--- src/rtl/ram_port_arbiter.sv ---
// Two-port arbiter in front of a single-port read-first RAM with 2-cycle read latency.
// Define RAM_ARB_FIXED_PRIO_EN for fixed B-over-A priority instead of round-robin.
module ram_port_arbiter #(
  parameter int unsigned ADDR_W = 4,
  parameter int unsigned DATA_W = 32
) (
  input  logic              reloj,
  input  logic              reset,
  input  logic              a_req,
  input  logic [ADDR_W-1:0] a_addr,
  output logic              a_gnt,
  output logic              a_rvalid,
  output logic [DATA_W-1:0] a_rdata,
  input  logic              b_req,
  input  logic              b_we,
  input  logic [ADDR_W-1:0] b_addr,
  input  logic [DATA_W-1:0] b_wdata,
  output logic              b_gnt,
  output logic              b_rvalid,
  output logic [DATA_W-1:0] b_rdata,
  output logic [ADDR_W-1:0] ram_addr,
  output logic [DATA_W-1:0] ram_dataIn,
  output logic              ram_we,
  output logic              ram_enable,
  output logic              ram_re,
  output logic              ram_reset,
  input  logic [DATA_W-1:0] ram_dataOut
);

  // Read tag pipeline: id 0 = port A, 1 = port B.
  logic s0_valid_q, s0_valid_d;
  logic s0_id_q, s0_id_d;
  logic s1_valid_q;
  logic s1_id_q;

`ifndef RAM_ARB_FIXED_PRIO_EN
  logic last_gnt_q, last_gnt_d;
`endif

  always_comb begin
    a_gnt = 1'b0;
    b_gnt = 1'b0;
    if (!reset) begin
`ifdef RAM_ARB_FIXED_PRIO_EN
      b_gnt = b_req;
      a_gnt = a_req & ~b_req;
`else
      if (a_req && b_req) begin
        // The port that did not win last time takes the conflict.
        if (last_gnt_q) begin
          a_gnt = 1'b1;
        end else begin
          b_gnt = 1'b1;
        end
      end else begin
        a_gnt = a_req;
        b_gnt = b_req;
      end
`endif
    end
  end

  always_comb begin
    ram_enable = a_gnt | b_gnt;
    ram_we     = b_gnt & b_we;
    ram_dataIn = b_wdata;
    ram_addr   = '0;
    if (b_gnt) begin
      ram_addr = b_addr;
    end else if (a_gnt) begin
      ram_addr = a_addr;
    end
  end

  always_comb begin
    // Writes never enter the tag pipeline, so they produce no return.
    s0_valid_d = a_gnt | (b_gnt & ~b_we);
    s0_id_d    = b_gnt;
`ifndef RAM_ARB_FIXED_PRIO_EN
    last_gnt_d = last_gnt_q;
    if (a_gnt || b_gnt) begin
      last_gnt_d = b_gnt;
    end
`endif
  end

  always_ff @(posedge reloj) begin
    if (reset) begin
      s0_valid_q <= 1'b0;
      s0_id_q    <= 1'b0;
      s1_valid_q <= 1'b0;
      s1_id_q    <= 1'b0;
    end else begin
      s0_valid_q <= s0_valid_d;
      s0_id_q    <= s0_id_d;
      s1_valid_q <= s0_valid_q;
      s1_id_q    <= s0_id_q;
    end
  end

`ifndef RAM_ARB_FIXED_PRIO_EN
  always_ff @(posedge reloj) begin
    if (reset) begin
      last_gnt_q <= 1'b0;
    end else begin
      last_gnt_q <= last_gnt_d;
    end
  end
`endif

  // RAM output register only loads when a real read sits in stage 0.
  assign ram_re    = s0_valid_q;
  assign ram_reset = reset;

  assign a_rvalid = s1_valid_q & ~s1_id_q;
  assign b_rvalid = s1_valid_q & s1_id_q;
  assign a_rdata  = ram_dataOut;
  assign b_rdata  = ram_dataOut;

endmodule

--- config.mk ---
export PLATFORM = sky130hd
export DESIGN_NAME = ram_port_arbiter
export DESIGN_NICKNAME = d
export VERILOG_FILES = /design/src/rtl/ram_port_arbiter.sv
export SDC_FILE = /design/constraint.sdc
export NUM_CORES = 1
export LEC_CHECK = 0
export BUFFER_PORTS_ARGS = -buffer_cell sky130_fd_sc_hd__buf_2
export CAP_MARGIN = 15
export CORE_AREA = 2 2 72 74
export CTS_BUF_LIST = sky130_fd_sc_hd__clkbuf_4 sky130_fd_sc_hd__clkbuf_8 sky130_fd_sc_hd__clkbuf_16
export DETAILED_ROUTE_END_ITERATION = 10
export DIE_AREA = 0 0 74 76
export GPL_ROUTABILITY_DRIVEN = 0
export PLACE_DENSITY = 0.69
export SKIP_LAST_GASP = 1
export SYNTH_ARGS = -nofsm -noshare
export SYNTH_HDL_FRONTEND = slang
export SYNTH_SLANG_ARGS = --single-unit
--- constraint.sdc ---
create_clock -name reloj -period 0.96 [get_ports reloj]
set_input_delay 0.192 -clock reloj [delete_from_list [all_inputs] [get_ports reloj]]
set_output_delay 0.192 -clock reloj [all_outputs]
set_load 0.005 [all_outputs]
Word level (Yosys, flattened, before mapping) --
Cells that the tools add are included.
Cells by class: muxes and demuxes 8, bitwise operators 8, reductions and logical operators 2
Operators by type and width (count):
- 4-bit 2-to-1 mux | 2
- 1-bit 2-to-1 mux | 6
- 1-bit bitwise AND | 4
- 1-bit NOT | 2
- 1-bit OR | 2
- 1-bit logical AND | 1
- 1-bit logical OR | 1
Word-level totals: register bits 5, input bits 77, output and inout port bits 108, word-level logic and storage cells 23

Logic depth before layout (Yosys ltp) --
Gate-level depths: netlist of run 1.
depth in word-level cells 5, gate-level depth with buffers 4, mapped depth without buffers 3

Least setup slack after synthesis of run 1 --
Ideal clock, no wire load.
kind register to output, from reg last_gnt_q, to out ram_addr[0], arrival time 0.795 ns, required time 0.768 ns, slack -0.027 ns, cell stages (with the launch flop) 4, path buffers 0, cell sequence dfxtp_1 > nand2b_2 > a32oi_1 > nor2_1
Between the ends: longest elaborated chain between the ends 5, elaborated cells on any way between the ends 8, those cells by class mux (8)
RTL lines:
- from (decl) | line 37 | logic last_gnt_q, last_gnt_d;
- from (signal assigned) | line 106 | last_gnt_q <= last_gnt_d;
- 1-bit 2-to-1 mux | line 50 | if (last_gnt_q) begin
- 1-bit 2-to-1 mux | line 48 | if (a_req && b_req) begin
- 1-bit 2-to-1 mux | line 43 | if (!reset) begin
- 4-bit 2-to-1 mux | line 70 | end else if (a_gnt) begin
- 4-bit 2-to-1 mux (*) | line 68 | if (b_gnt) begin
- to (decl) | line 21 | output logic [ADDR_W-1:0] ram_addr,
Mark *: on every way between the ends. The rest lies on a longest branch, timed or not.

Final worst setup path of run 1 --
from reg last_gnt_q, to out ram_addr[1]
Same word-level chain as after synthesis.

==> flow_metrics.py, run 1 <==
metrics = {
    "worst_hold_path": {
        "hp-class": "in2reg",
    },
    "power_and_ir_drop": {
        "p_leak_nw": 0.2738,
        "ir_drop_v": 0.0004851,
        "power_w": 0.0008137,
        "power_density_nw_per_um2": 1341,
    },
    "global_routing": {
        "grt_pass1_wl_um": 2525,
        "grt_pass1_vias": 443,
        "grt_start_max_net_pins": 11,
        "grt_overflow_total": 0,
        "globalRouteTotalUtil_pct": 6.442,
        "antenna_found_initial": 0,
    },
    "worst_setup_path": {
        "arrival_ns": 1.12,
        "start_kind": "register",
        "slowest_stage": "dfxtp_4",
        "end_kind": "output port",
        "cp_cell_sequence": "nand2b_4 -> a32oi_2 -> nor2_1 -> buf_2",
        "path_class": "reg2out",
        "cp_max_fo": 5,
        "required_ns": 0.77,
        "cp_slowest_stage_delay_ns": 0.35,
    },
    "sta": {
        "slew_headroom_pct": 87.34,
        "hold_viol_final": 0,
        "setup_viol": 8,
        "fmax_mhz": 763.6,
        "fin_crit_ns": 1.310,
        "layout_setup_ws_ns": -0.3496,
        "rsz0062_at_grt": "yes",
        "skew_ns": 0.0006929,
        "drv_slew": 0,
        "finalCritPeriodShare_pct": 136.4,
        "setup_tns_ns": -2.207,
        "worst_pin_slew_ns": 0.1900,
        "hold_slack_ns": 0.2543,
    },
    "routing": {
        "drc": 0,
        "antenna_left": 0,
        "first_pass_iters": 3,
        "num_vias": 447,
        "wire_per_inst_um": 13.53,
        "drt-initial-drc-count": 4,
        "vias_per_cell": 3.361,
        "routed_wl_um": 1800,
    },
    "clocking": {
        "postCtsSetupBuffers": 0,
        "numClockSinks": 5,
        "clk_path_buf_depth": 2,
        "cts_inserted_buffers": 3,
        "clk_latency_ns": 0.22,
        "ctsHoldBuffers": 0,
        "path_clk_slew_ns": 0.04,
        "cts_max_level": 1,
        "tritoncts": "yes",
        "cts_root_buffer": "clkbuf_8",
    },
    "status": {
        "outcome": "finished with violations",
        "violations": "negative setup slack",
    },
    "cells_and_area": {
        "drive_above_1_share_pct": 74.60,
        "layout.nets": 141,
        "layout_commonest_cell": "buf_2",
        "area.growth.synth_to_final_pct": -40.05,
        "register_area_sq_um": 106.4,
        "final_cell_mix": "buf_2, nor2_1, buf_4",
        "multiInputGateArea_sq_um": 200.2,
        "nFillCells": 562,
        "post-route-util_pct": 12.35,
        "diodes": 0,
    },
    "die": {
        "coreArea_sq_um": 4912,
        "fp.dieH_um": 76,
        "die_area_sq_um": 5624,
        "io_pins": 185,
        "initial_core_util_pct": 20.61,
        "die_w_um": 74,
        "rows": 26,
    },
    "yosys": {
        "syn-num-nets": 206,
        "ys_warn_count": 0,
        "synth-seq-cells": 5,
        "syn_area_sq_um": 1012,
        "syn_avg_cell_area_sq_um": 7.847,
        "ys_seq_area_share_pct": 9.889,
        "ys_types": 17,
        "netlist_instances": 129,
    },
    "run": {
        "drv_cap": 0,
    },
    "placed_design": {
        "portBuffers": 24,
        "dpl.hpwl_um": 1525,
        "pre_cts_slack_ns": -0.1883,
    },
}
-- report_power, final --
part	internal [W]	leakage, nW	total (W)	switching, W
combinational	0.0000888	0.205	0.000164	0.0000752
sequential	0.000222	0.0428	0.000232	0.00000968
clock	0.000313	0.0262	0.000418	0.000104
-- sequential cells by signal, indices dropped and copies added (netlist names) --
| register | count |
|---|---|
| ram_re | 1 |
| s1_valid_q | 1 |
| last_gnt_q | 1 |
| s1_id_q | 1 |
| s0_id_q | 1 |
-- area by class of cell --
class | instances | area share (%)
multi-input combinational | 25 | 32.99
timing repair buffer | 29 | 27.01
sequential | 5 | 17.53
tap | 70 | 14.43
clock buffer | 4 | 8.041
-- what timing repair did --
item                                    in CTS  in global routing
pin swaps                                    4                  1
endpoints found under the setup margin       8                 10
gates cloned                                 0                  0
gates resized for setup                      3                  7
-- critical path: cells and delay by family (launching register included) --
| kind | cells | cell delay (ns) |
|---|---|---|
| AO/OA/AOI/OAI | 1 | 0.20 |
| buffers and inverters | 1 | 0.12 |
| flip-flops | 1 | 0.35 |
| AND/OR/NAND/NOR | 2 | 0.23 |
-- layer usage --
layer | vias up | GRT usage (%) | part of all wire [%]
met5 | - | 0 | 0
met4 | 0 | 8.727 | 11
met3 | 32 | 5.291 | 19
met2 | 70 | 7.857 | 38
met1 | 172 | 5.373 | 31
li1 | 173 | - | -
-- worst paths after layout --
path	cells past startpoint	slack [ns]	startpoint	end
hold reg to reg	1	0.43	s0_id_q	s1_id_q
setup / recovery	4	-0.35	last_gnt_q	ram_addr[1]
setup reg to reg	3	0.09	last_gnt_q	s0_id_q
hold / removal	2	0.25	b_req	last_gnt_q
-- synth_stat cells --
cell type | n | area share [%]
buf_4 | 97 | 72
nor2_1 | 7 | 2.6
dfxtp_1 | 5 | 9.9
a32oi_1 | 4 | 3.5
nor2b_1 | 3 | 1.9
and2_2 | 2 | 1.5
a21boi_4 | 1 | 1.9
a21oi_1 | 1 | 0.49
a21oi_2 | 1 | 0.87
and2_1 | 1 | 0.62
and3_2 | 1 | 0.74
buf_2 | 1 | 0.49
buf_6 | 1 | 1.1
nand2_1 | 1 | 0.37
nand2b_1 | 1 | 0.62
nand2b_2 | 1 | 0.87
o21a_1 | 1 | 0.74
-- kinds of logic after synthesis --
logic type / share of synthesized area (%)
buffers and inverters: 73.55
AO/OA/AOI/OAI: 7.416
flip-flops: 9.889
AND/OR/NAND/NOR: 9.148
-- through the flow --
stage          area (sq um)  cells
6_report              606.8    133
5_1_grt               606.8    133
4_1_cts               576.8    133
3_5_place_dp          518.0    129
3_3_place_gp          518.0    129
2_1_floorplan          1017    129
Power figures use the tool's default switching activity.
==> run 2, diff against run 1 <==
--- a/config.mk
+++ b/config.mk
@@ -12,7 +12,7 @@
 export DETAILED_ROUTE_END_ITERATION = 10
 export DIE_AREA = 0 0 74 76
 export GPL_ROUTABILITY_DRIVEN = 0
-export PLACE_DENSITY = 0.69
+export PLACE_DENSITY = 0.67
 export SKIP_LAST_GASP = 1
 export SYNTH_ARGS = -nofsm -noshare
 export SYNTH_HDL_FRONTEND = slang
==> constraint.sdc (replaced) <==
create_clock -name reloj -period 1.7 [get_ports reloj]
set_input_delay 0.34 -clock reloj [delete_from_list [all_inputs] [get_ports reloj]]
set_output_delay 0.34 -clock reloj [all_outputs]
set_load 0.005 [all_outputs]
==> run 2 against run 1 <==
  * The run now ends clean
  * Hold slack improved by 0.14 ns
  * Register-to-register slack improved by 0.70 ns
  * Clock-buffer cell count did not move
  * Utilization fell by 1.7 points
  * Clock skew rose by 0.0035 ns
  * Die area did not move
  * Setup slack improved by 0.50 ns
  * Wire length rose by 3.6%
  * Cell count fell by 3.8%
  * Sequential power fell by 44%
  * Clock power fell by 43%
  * Critical path type unchanged
  * Largest cell class unchanged
==> flow_metrics.py, run 2 (synthesized netlist as in run 1, its figures left out) <==
metrics = {
    "worst_setup_path": {
        "slowest_stage": "dfxtp_1",
        "cp_slowest_stage_delay_ns": 0.35,
        "start_kind": "register",
        "reg2reg_setup_slack_ns": 0.79,
        "arrival_ns": 1.21,
        "required_ns": 1.36,
        "path_class": "reg2out",
        "worst_r2r_path_depth": 3,
        "r2r_end": "ram_re",
        "worstReg2RegStart": "last_gnt_q",
        "end_kind": "output port",
        "cp_cell_sequence": "nand2b_2 -> a32oi_1 -> nor2_1 -> buf_2",
        "cp_max_fo": 5,
    },
    "power_and_ir_drop": {
        "ir_drop_v": 0.0001970,
        "power_w": 0.0004428,
        "power_density_nw_per_um2": 844.7,
        "p_leak_nw": 0.2380,
    },
    "clocking": {
        "numClockSinks": 5,
        "clk_path_buf_depth": 2,
        "cts_inserted_buffers": 3,
        "cts_root_buffer": "clkbuf_8",
        "path_clk_slew_ns": 0.04,
        "cts_repair_resize_count": 0,
        "ctsHoldBuffers": 0,
        "cts_max_level": 1,
        "tritoncts": "yes",
        "clk_latency_ns": 0.22,
        "postCtsSetupBuffers": 0,
    },
    "sta": {
        "slew_headroom_pct": 84.12,
        "fin_crit_ns": 1.547,
        "worst_pin_slew_ns": 0.2381,
        "drv_slew": 0,
        "setup_viol": 0,
        "finalCritPeriodShare_pct": 91.01,
        "hold_viol_final": 0,
        "fmax_mhz": 646.4,
        "skew_ns": 0.004183,
        "rsz0062_at_grt": "no",
        "setup_tns_ns": 0,
    },
    "routing": {
        "wire_per_inst_um": 14.56,
        "drt-initial-drc-count": 4,
        "num_vias": 420,
        "drc": 0,
        "routed_wl_um": 1864,
        "antenna_left": 0,
        "vias_per_cell": 3.281,
        "first_pass_iters": 3,
    },
    "global_routing": {
        "globalRouteTotalUtil_pct": 6.844,
        "grt_overflow_total": 0,
        "use_met2_pct": 8.839,
        "grt_pass1_wl_um": 2670,
        "antenna_found_initial": 0,
        "grt_busiest_layer": "met4",
        "grt_start_max_net_pins": 12,
        "grt_pass1_vias": 471,
        "use_met1_pct": 4.819,
        "use_met3_pct": 6.481,
    },
    "die": {
        "coreArea_sq_um": 4912,
        "fp.dieH_um": 76,
        "die_area_sq_um": 5624,
        "initial_core_util_pct": 20.61,
        "die_w_um": 74,
        "io_pins": 185,
        "rows": 26,
    },
    "worst_hold_path": {
        "hp-class": "in2reg",
        "hold_path_depth": 3,
        "whs_endpoint": "ram_re",
        "hp-start": "b_we",
    },
    "placed_design": {
        "dpl.hpwl_um": 1580,
        "portBuffers": 24,
    },
    "cells_and_area": {
        "layout.nets": 136,
        "diodes": 0,
        "area.growth.synth_to_final_pct": -48.21,
        "drive_above_1_share_pct": 58.62,
        "layout_commonest_cell": "buf_2",
        "final_cell_mix": "buf_2, nor2_1, dfxtp_1",
    },
    "run": {
        "drv_cap": 0,
    },
    "status": {
        "outcome": "finished, final reports clean",
    },
}
==> run 2: cell types whose count changed in the layout (fill, tap and decap cells not counted), sizes merged <==
cell  change
buf       -5
==> run 2: worst max-delay path, delay by kind of cell, from the launching register on <==
kind | cells | cell delay, ns
AOI/OAI and AO/OA | 1 | 0.22
buffers and inverters | 1 | 0.13
DFF | 1 | 0.35
and+or+nand+nor | 2 | 0.28
==> run 2: per-stage QoR <==
stage | hold WS, ns | utilization [%] | setup WS, ns | instances | instance area (sq um)
floorplan | 0.4138 | - | 0.5437 | 129 | 1012
global placement | 0.4283 | 9.679 | 0.3039 | 124 | 475.5
detailed placement | 0.4247 | 9.679 | 0.2970 | 124 | 475.5
CTS | 0.4003 | 10.67 | 0.1399 | 128 | 524.3
global route | 0.4252 | 10.67 | 0.05993 | 128 | 524.3
finish | 0.3969 | 10.67 | 0.1529 | 128 | 524.3
==> run 2: area by class of cell <==
type	count	area (sq um)
multi-input cells	25	167.7
repair buffers	24	120.1
clock buffers	4	48.80
fillers	569	4388
well taps	70	87.58
flip-flops and latches	5	100.1
==> run 2: metal layers <==
| layer | wire length [um] | share of wire [%] |
|---|---|---|
| met5 | 0 | 0 |
| met4 | 218 | 12 |
| met3 | 444 | 24 |
| met2 | 761 | 41 |
| met1 | 439 | 24 |
==> run 2: worst max-delay path by stage <==
stage	endpoint	start	slack, ns	cells past startpoint
after global placement	ram_we	a_req	0.30	4
after detailed placement	ram_we	a_req	0.30	4
final	ram_addr[2]	last_gnt_q	0.15	4
after global routing	ram_addr[0]	last_gnt_q	0.06	4
after CTS	ram_addr[2]	last_gnt_q	0.14	4
after floorplan	ram_we	reset	0.54	3
==> run 2: power by group <==
group / switching (W) / internal (W) / total, W
combinational: 0.0000369 / 0.0000370 / 0.0000739
clock: 0.0000619 / 0.000177 / 0.000239
sequential: 0.00000460 / 0.000125 / 0.000130
==> run 3, diff against run 2 <==
--- a/config.mk
+++ b/config.mk
@@ -5,14 +5,15 @@
 export SDC_FILE = /design/constraint.sdc
 export NUM_CORES = 1
 export LEC_CHECK = 0
-export BUFFER_PORTS_ARGS = -buffer_cell sky130_fd_sc_hd__buf_2
+export BUFFER_PORTS_ARGS = -buffer_cell sky130_fd_sc_hd__buf_4
 export CAP_MARGIN = 15
 export CORE_AREA = 2 2 72 74
 export CTS_BUF_LIST = sky130_fd_sc_hd__clkbuf_4 sky130_fd_sc_hd__clkbuf_8 sky130_fd_sc_hd__clkbuf_16
 export DETAILED_ROUTE_END_ITERATION = 10
 export DIE_AREA = 0 0 74 76
 export GPL_ROUTABILITY_DRIVEN = 0
-export PLACE_DENSITY = 0.67
+export HOLD_SLACK_MARGIN = 0.02
+export PLACE_DENSITY = 0.69
 export SKIP_LAST_GASP = 1
 export SYNTH_ARGS = -nofsm -noshare
 export SYNTH_HDL_FRONTEND = slang
==> constraint.sdc (replaced) <==
create_clock -name reloj -period 1.4 [get_ports reloj]
set_input_delay 0.28 -clock reloj [delete_from_list [all_inputs] [get_ports reloj]]
set_output_delay 0.28 -clock reloj [all_outputs]
set_load 0.005 [all_outputs]
==> run 3 against run 2 <==
  * The run now ends with negative setup slack left
  * Sequential power up 22%
  * Clock skew shrank 0.0013 ns
  * First-iteration DRC count shrank 25%
  * Non-clock buffer count increased by 2
  * Total power is 26% higher
  * Setup slack worse by 0.17 ns
  * Clock-buffer cell count is the same
  * Global-route usage fell by 1.1 points
  * Sequential share of layout area is 2.4 points lower
  * Flip-flop and latch count is the same
  * Clock power grew 17%
  * Largest power group unchanged
==> flow_metrics.py, run 3 (synthesized netlist as in run 1, its figures left out) <==
metrics = {
    "status": {
        "outcome": "finished with violations",
        "violations": "negative setup slack",
    },
    "worst_hold_path": {
        "hold_path_depth": 2,
        "hp-class": "in2reg",
    },
    "worst_setup_path": {
        "path_class": "reg2out",
        "worst_r2r_path_depth": 3,
        "required_ns": 1.12,
        "start_kind": "register",
        "arrival_ns": 1.14,
        "cp_max_fo": 5,
        "end_kind": "output port",
    },
    "sta": {
        "fmax_mhz": 704.0,
        "fin_crit_ns": 1.420,
        "worst_pin_slew_ns": 0.1739,
        "rsz0062_at_grt": "yes",
        "setup_viol": 4,
        "layout_setup_ws_ns": -0.02041,
        "finalCritPeriodShare_pct": 101.5,
        "slew_headroom_pct": 88.41,
        "skew_ns": 0.002836,
        "hold_viol_final": 0,
        "drv_slew": 0,
        "hold_slack_ns": 0.3439,
    },
    "routing": {
        "antenna_left": 0,
        "num_vias": 423,
        "routed_wl_um": 1742,
        "drc": 0,
        "first_pass_iters": 2,
        "drt-initial-drc-count": 3,
        "vias_per_cell": 3.254,
        "wire_per_inst_um": 13.40,
    },
    "cells_and_area": {
        "final_cell_mix": "buf_4, nor2_1, dfxtp_1",
        "nFillCells": 580,
        "layout.nets": 138,
        "final_cell_count_no_fill": 130,
        "post-route-util_pct": 12.63,
        "finish.instance_area_sq_um": 620.6,
        "area.growth.synth_to_final_pct": -38.69,
        "drive_above_1_share_pct": 66.67,
        "layout_commonest_cell": "buf_4",
        "diodes": 0,
    },
    "clocking": {
        "cts_root_buffer": "clkbuf_8",
        "numClockSinks": 5,
        "cts_inserted_buffers": 3,
        "tritoncts": "yes",
        "path_clk_slew_ns": 0.04,
        "cts_max_level": 1,
        "clk_path_buf_depth": 2,
        "clk_latency_ns": 0.22,
    },
    "die": {
        "die_w_um": 74,
        "fp.dieH_um": 76,
        "rows": 26,
        "die_area_sq_um": 5624,
        "initial_core_util_pct": 20.61,
        "coreArea_sq_um": 4912,
        "io_pins": 185,
    },
    "placed_design": {
        "placedCellCount": 126,
        "dpl.hpwl_um": 1477,
        "placed_area_sq_um": 550.5,
        "portBuffers": 24,
    },
    "global_routing": {
        "grt_pass1_vias": 415,
        "globalRouteTotalUtil_pct": 5.776,
        "grt_overflow_total": 0,
        "grt_pass1_wl_um": 2318,
        "grt_start_max_net_pins": 11,
        "antenna_found_initial": 0,
    },
    "power_and_ir_drop": {
        "ir_drop_v": 0.0003064,
        "p_leak_nw": 0.2666,
        "power_density_nw_per_um2": 900.3,
    },
    "run": {
        "drv_cap": 0,
    },
}
==> run 3: per-stage QoR <==
| step | setup TNS (ns) | setup slack [ns] | power [W] |
|---|---|---|---|
| floorplan | 0 | 0.3247 | 0.0004307 |
| CTS | -0.08232 | -0.03037 | 0.0005657 |
| detailed placement | 0 | 0.1261 | 0.0002761 |
| global placement | 0 | 0.1241 | 0.0002753 |
| global route | -0.3328 | -0.08563 | 0.0005944 |
| finish | -0.05334 | -0.02041 | 0.0005587 |
==> run 3: worst max-delay path, cell delays in order, from the launching register on <==
cell      delay (ns)
dfxtp_4         0.35
nand2b_4        0.16
a32oi_1         0.21
nor2_1          0.07
buf_4           0.13
==> run 3: cell type report <==
class                      instances  area, sq um  share of cell area (%)
tap                               70        87.58                   14.11
multi-input combinational         25        185.2                   29.84
sequential                         5        103.9                   16.73
clock buffer                       4        48.80                   7.863
timing repair buffer              26        195.2                   31.45
==> run 3: worst paths after layout <==
kind / to / slack, ns / start
worst min register to register: s1_id_q / 0.45 / s0_id_q
worst max-delay path: ram_addr[3] / -0.02 / last_gnt_q
worst min-delay path: last_gnt_q / 0.34 / b_req
worst max register to register: s0_id_q / 0.54 / last_gnt_q
==> run 3: power breakdown <==
part	leakage, nW	switching (W)	internal, W
Clock	0.0262	0.0000658	0.000214
Combinational	0.198	0.0000491	0.0000717
Sequential	0.0420	0.00000574	0.000152
Total	0.267	0.000121	0.000438
==> run 3: what timing repair did <==
action | CTS | global route
endpoints found under the setup margin | 5 | 6
hold buffers | 0 | 0
resized for setup | 3 | 3
buffers inserted | 0 | 0
pin swaps | 3 | 0
endpoints found under the hold margin | 0 | 0
==> run 3: per-layer routing <==
metal | vias up | wire length [um] | GRT usage, %
li1 | 167 | - | -
met1 | 156 | 485 | 4.404
met2 | 60 | 652 | 7.321
met3 | 40 | 373 | 5.159
met4 | 0 | 230 | 7.636
met5 | - | 0 | 0
